--- config.mk ---
export PLATFORM = sky130hd
export DESIGN_NAME = buffer_packer
export DESIGN_NICKNAME = d
export VERILOG_FILES = /design/src/rtl/buffer_packer.sv
export SDC_FILE = /design/constraint.sdc
export NUM_CORES = 1
export LEC_CHECK = 0
export ABC_AREA = 1
export BUFFER_PORTS_ARGS = -buffer_cell sky130_fd_sc_hd__buf_2
export CAP_MARGIN = 20
export CORE_UTILIZATION = 25
export CTS_CLUSTER_SIZE = 16
export DETAILED_ROUTE_END_ITERATION = 8
export PLACE_DENSITY = 0.44
export SYNTH_ARGS = -nofsm -noshare
export SYNTH_HDL_FRONTEND = slang
export SYNTH_SLANG_ARGS = --single-unit
--- constraint.sdc ---
create_clock -name clk -period 2.25 [get_ports clk]
set_clock_uncertainty 0.1 [all_clocks]
set_input_delay 0.3375 -clock clk [delete_from_list [all_inputs] [get_ports clk]]
set_output_delay 0.3375 -clock clk [all_outputs]
set_load 0.05 [all_outputs]
--- src/rtl/buffer_packer.sv ---
// Drain stage for the buffer FIFO: pops words and packs PACK of them into one wide beat
// presented on a valid/ready handshake, with flush to close a partial beat early.
module buffer_packer #(
    parameter int unsigned bit_width = 16,
    parameter int unsigned PACK      = 2
) (
    input  logic                        clk,
    input  logic                        rst,
    input  logic                        empty,
    input  logic [bit_width-1:0]        data_in,
    output logic                        consume,
    input  logic                        flush,
    output logic [bit_width*PACK-1:0]   out_data,
    output logic [$clog2(PACK):0]       out_cnt,
    output logic                        out_valid,
    input  logic                        out_ready
);

    localparam int unsigned CW = $clog2(PACK) + 1;
    localparam int unsigned AW = bit_width * PACK;
    localparam logic [CW-1:0] LastLane = CW'(PACK - 1);

    typedef enum logic {StFill, StHold} state_e;

    state_e          state_q, state_d;
    logic [CW-1:0]   cnt_q, cnt_d;
    logic [CW-1:0]   filled;
    logic [AW-1:0]   acc_q, acc_d, acc_cap;
    logic [AW-1:0]   out_data_q, out_data_d;
    logic [CW-1:0]   out_cnt_q, out_cnt_d;
    logic            can_step;
    logic            close;

    // The accumulator may advance in FILL, or in HOLD when the held beat leaves this edge.
    assign can_step = (state_q == StFill) | out_ready;
    assign consume  = rst & ~empty & can_step;
    assign filled   = cnt_q + CW'(consume);
    assign close    = can_step & ((consume & (cnt_q == LastLane)) | (flush & (filled != '0)));

    always_comb begin
        acc_cap = acc_q;
        for (int i = 0; i < int'(PACK); i++) begin
            if (consume && (cnt_q == CW'(i))) begin
                acc_cap[i*bit_width +: bit_width] = data_in;
            end
        end
    end

    always_comb begin
        state_d    = state_q;
        cnt_d      = cnt_q;
        acc_d      = acc_q;
        out_data_d = out_data_q;
        out_cnt_d  = out_cnt_q;
        if (close) begin
            // Accumulator is cleared after every close, so unfilled lanes are already zero.
            state_d    = StHold;
            cnt_d      = '0;
            acc_d      = '0;
            out_data_d = acc_cap;
            out_cnt_d  = filled;
        end else begin
            cnt_d = filled;
            acc_d = acc_cap;
            if (state_q == StHold && out_ready) begin
                state_d = StFill;
            end
        end
    end

    always_ff @(posedge clk or negedge rst) begin
        if (!rst) begin
            state_q    <= StFill;
            cnt_q      <= '0;
            acc_q      <= '0;
            out_data_q <= '0;
            out_cnt_q  <= '0;
        end else begin
            state_q    <= state_d;
            cnt_q      <= cnt_d;
            acc_q      <= acc_d;
            out_data_q <= out_data_d;
            out_cnt_q  <= out_cnt_d;
        end
    end

    assign out_data  = out_data_q;
    assign out_cnt   = out_cnt_q;
    assign out_valid = (state_q == StHold);

endmodule
==> flow_summary.yaml, run 1 <==
synthesis:
  synth_top_area_cell: "dfrtp_1"
  ys_warn_count: 0
  avgSynthCellArea_um2: 8.83
  netlist_area_um2: 3070
  synth_enable_flop_cells: 0
  synth_ff_type: "dfrtp_1"
  syn_inst: 348
  synth_seq_cells: 69
  synth_seq_area_share_pct: 56.2
  synth.top_cells.by_count: "138 x nand2_1, 69 x dfrtp_1, 35 x nand3_1, 32 x and2_1, 32 x nand4_1"
  syn_nets: 370
  synth_top_area_share_pct: 56.2
  synth_cell_types: 21
  async_reset_ff_share_pct: 100
  synth.most_common_cell: "nand2_1"
  synth_area_leaders: "dfrtp_1 56%, nand2_1 17%, and2_1 6.5%"
sta:
  timing.fmax_mhz: 478
  layout_setup_ws_ps: 157
  setup_violations: 0
  worst_pin_slew_ps: 769
  slew_viol_final: 0
  rsz0062_at_grt: "false"
  relSlewSlack_pct: 48.8
  period_share_pct: 93.0
  fin_crit_ps: 2090
  hold_viol_final: 0
cells_and_area:
  diodes: 0
  fill_cells: 1298
  multi_input_area_um2: 1260
  drive_above_1_share_pct: 25.0
  fin_nets: 429
  fin_util_pct: 32.4
  final-seq-area_um2: 1730
  final_cell_count_no_fill: 559
  final_area_um2: 3890
  area_growth_pct: 26.7
placed_design:
  place_worst_setup_slack_ps: 233
  port_buffers: 56
  dp_cells: 542
  dpl-instance-area_um2: 3590
  hpwl_mm: 5.78
  gp_congestion: 0.696
setup_path:
  path_class: "primary input to flop"
  reg2regPathDepth: 7
  end_kind: "flop"
  critical_path_arrival_ps: 2220
  cp-start-kind: "primary input"
  cp.required_ps: 2380
  cp_max_fo: 23
floorplan:
  io_pins: 57
  fp.dieH_um: 113
  die_area_um2: 12700
  die_x_um: 113
  coreArea_um2: 12000
  start_util_pct: 25.6
  fp-row-count: 40
global_route:
  grt_pass1_wl_mm: 14.2
  antenna_found_initial: 0
  grt_usage_pct: 14.6
  overflow: 0
  grt_pass1_vias: 2659
  grt_max_degree: 59
clock_network:
  postCtsSetupBuffers: 0
  clk_path_buf_depth: 2
  cts_sinks: 69
  cts_tree: "built"
  root_buffer: "clkbuf_16"
  ctsHtreeMaxLevel: 3
  clk_transition_reported_paths_ps: 60
  cts_made_buffers: 9
  clock_latency_ps: 340
detailed_routing:
  wirelength_mm: 8.37
  viasPerCell: 4.53
  firstDrtPassIters: 4
  vias: 2534
  antenna_left: 0
  first_iter_violations: 105
  drc: 0
  wl_per_cell_um: 15.0
run:
  max_cap_viol_count: 0
power_and_ir_drop:
  power.density_nw_per_um2: 1440
  power_leakage_nw: 2.14
  ir_worst_vdd_uv: 613
hold_path:
  holdPathStages: 5
  hold_path.class: "primary input to flop"
outcome:
  outcome: "completed"
[kinds of logic (layout without fill, tap and decap cells)]
| logic type | Yosys count | count (layout) | share of synthesized area (%) |
|---|---|---|---|
| fa+ha+maj | 1 | 1 | 0.407 |
| buf+inv | 30 | 94 | 4.72 |
| flops | 69 | 69 | 56.2 |
| simple gates | 246 | 246 | 38.3 |
| compound gates | 2 | 2 | 0.407 |
[per-layer routing]
metal	vias to the layer above	global-route usage [%]	wire, µm
li1	1255	-	-
met2	50	21.5	3610
met3	11	3.37	324
met5	-	0	0
met1	1218	20.5	4280
met4	0	6.32	155
[metrics by stage]
stage | hold slack, ps | setup TNS [ps] | total power, W
global placement | 107 | 0 | 0.00429
floorplan | -58.1 | -10810 | 0.00369
CTS | 304 | 0 | 0.00569
finish | 312 | 0 | 0.00563
global route | 333 | 0 | 0.00604
detailed placement | 110 | 0 | 0.00432
[flip-flops by register name, summed over array words and instances, names as in the netlist]
| signal | count |
|---|---|
| out_data | 32 |
| acc_q | 32 |
| out_valid | 1 |
| out_cnt | 2 |
| cnt_q | 2 |
[power breakdown]
| group | leakage (nW) | internal [W] | switching, W |
|---|---|---|---|
| registers | 0.929 | 0.00166 | 0.000182 |
| logic | 1.08 | 0.000698 | 0.00174 |
| clock network | 0.132 | 0.000805 | 0.000546 |
| total | 2.14 | 0.00316 | 0.00246 |
[layout make-up]
cell class	instances	share of cell area [%]
inverters	6	0.578
repair buffers	72	10.7
clock inverters	3	0.514
multi-input cells	249	32.4
clock buffers	13	6.68
well taps	147	4.72
flip-flops and latches	69	44.4
[what timing repair did]
| action | 4_1_cts | 5_1_grt |
|---|---|---|
| resized for setup | 0 | 2 |
| hold endpoints to repair | 3 | 0 |
| setup endpoints to repair | 0 | 52 |
| hold buffers | 1 | 0 |
[worst paths after layout]
kind                             startpoint           end  slack, ps
worst max-delay path                    rst     acc_q[18]        160
worst min-delay path            data_in[12]  out_data[12]        310
worst max register to register    out_valid  out_data[26]        280
worst min register to register  out_data[4]   out_data[4]        370
max in group asynchronous               rst   out_data[5]        740
min in group asynchronous               rst     acc_q[28]        330
[cell usage in the layout (no fill, tap or decap), drive strengths merged]
cell / instances
ha: 1
buf: 70
nand4: 32
inv: 6
nor2: 4
and2: 32
dfrtp: 69
a21boi: 1
nand3: 37
clkinv: 1
clkbuf: 14
dlygate4sd3: 1
nand2: 141
a21oi: 1
clkinvlp: 2
[worst max-delay path, stage by stage]
cell	delay, ps
dlygate4sd3_1	550
clkbuf_4	220
nand2_4	70
nor2_4	130
ha_4	150
nand2_2	60
nand3_2	70
nand2_2	60
nand2_4	100
nand2_8	110
buf_12	200
and2_1	140
(Power assumes the default switching activity.)
==> run 2, diff against run 1 <==
Settings changed: CELL_PAD_IN_SITES_DETAIL_PLACEMENT set to 0, CELL_PAD_IN_SITES_GLOBAL_PLACEMENT set to 2, PLACE_DENSITY 0.44 to 0.65.
==> flow_summary.yaml, run 2 (synthesized netlist as in run 1, its figures left out) <==
placed_design:
  hpwl_mm: 5.61
  port_buffers: 56
  gp_congestion: 0.695
  place_worst_setup_slack_ps: 221
detailed_routing:
  firstDrtPassIters: 4
  vias: 2483
  antenna_left: 0
  first_iter_violations: 108
  wl_per_cell_um: 15.0
  drc: 0
  wirelength_mm: 8.32
  viasPerCell: 4.48
cells_and_area:
  final-seq-area_um2: 1730
  multi_input_area_um2: 1250
  fin_nets: 426
  drive_above_1_share_pct: 24.3
  fill_cells: 1306
  diodes: 0
  area_growth_pct: 26.0
  final_common_cell: "nand2_1"
  final_cell_mix: "134 x nand2_1, 68 x dfrtp_1, 55 x buf_2, 34 x nand3_1"
  fin_util_pct: 32.3
sta:
  hold_viol_final: 0
  timing.fmax_mhz: 490
  slew_viol_final: 0
  relSlewSlack_pct: 62.4
  setup_violations: 0
  worst_pin_slew_ps: 564
  fin_crit_ps: 2040
  rsz0062_at_grt: "false"
  layout_setup_ws_ps: 209
  period_share_pct: 90.7
setup_path:
  max_stage_delay_ps: 540
  crit_top_cell: "nand2_4"
  cp.required_ps: 2410
  critical_path_arrival_ps: 2200
  cp-start-kind: "primary input"
  end_kind: "flop"
  cp_max_fo: 46
  path_class: "primary input to flop"
  cp_slowest_cell: "dlygate4sd3_1"
  crit_chain: "dlygate4sd3_1 > buf_4 > nand2_4 > nor2_4 > ha_4 > inv_2 > nand3_2 > nand2_2 > nand2_4 > nand2_4 > buf_6 > and2_1"
power_and_ir_drop:
  power_leakage_nw: 2.14
  total_power_w: 0.00564
  ir_worst_vdd_uv: 482
  power.density_nw_per_um2: 1460
global_route:
  grt_pass1_vias: 2483
  antenna_found_initial: 0
  grt_max_degree: 47
  overflow: 0
  grt_usage_pct: 14.1
  grt_pass1_wl_mm: 13.5
floorplan:
  fp-row-count: 40
  die_x_um: 113
  start_util_pct: 25.6
  coreArea_um2: 12000
  fp.dieH_um: 113
  die_area_um2: 12700
  io_pins: 57
clock_network:
  clock_latency_ps: 320
  root_buffer: "clkbuf_16"
  ctsHtreeMaxLevel: 3
  cts_tree: "built"
  cts_made_buffers: 9
  cts_sinks: 69
  postCtsSetupBuffers: 0
  clk_transition_reported_paths_ps: 50
  clk_path_buf_depth: 2
outcome:
  outcome: "completed"
hold_path:
  hold_path.class: "primary input to flop"
run:
  max_cap_viol_count: 0
run 2: final timing paths:
kind | start | end | slack, ps | cells past startpoint
max in group asynchronous | rst | out_valid | 1050 | 3
min reg2reg | out_data[26] | out_data[26] | 360 | 2
max | rst | acc_q[28] | 210 | 12
min in group asynchronous | rst | out_data[28] | 520 | 3
max reg2reg | out_valid | out_data[25] | 280 | 7
min | data_in[15] | acc_q[15] | 320 | 4
run 2: area by class of cell:
cell class	instances	area share (%)
Clock buffer	13	6.98
Clock inverter	1	0.775
Inverter	6	0.581
Multi-Input combinational cell	249	32.3
Sequential cell	69	44.6
Tap cell	147	4.75
Timing Repair Buffer	69	9.98
run 2: what timing repair did:
action	in CTS	in global routing
resized for setup	0	1
endpoints found under the hold margin	28	0
hold buffers	1	0
setup endpoints to repair	0	41
run 2: critical path, delay by kind of cell:
| family | cells | cell delay, ps |
|---|---|---|
| buf+inv | 4 | 1030 |
| simple gates | 7 | 610 |
| fa+ha+maj | 1 | 210 |
run 2: report_power, final:
part | switching, W | internal, W | total [W] | leakage, nW
clock | 0.000488 | 0.000936 | 0.00142 | 0.148
combinational | 0.00174 | 0.000645 | 0.00238 | 1.06
sequential | 0.000175 | 0.00166 | 0.00183 | 0.929
run 2: routing by layer:
metal | vias up | part of all wire (%) | global-route usage (%)
li1 | 1244 | - | -
met2 | 57 | 44 | 20.9
met4 | 0 | 0.64 | 4.47
met5 | - | 0 | 0
met3 | 4 | 4.5 | 4.50
met1 | 1178 | 50 | 19.4
run 2: through the flow:
stage               std cells  instance area, µm²  setup TNS [ps]  hold WS [ps]
finish                    554                3870               0           325
global route              554                3870               0           341
CTS                       554                3870               0           310
detailed placement        539                3560               0           322
global placement          539                3560               0           325
floorplan                 348                3140          -10810         -58.1
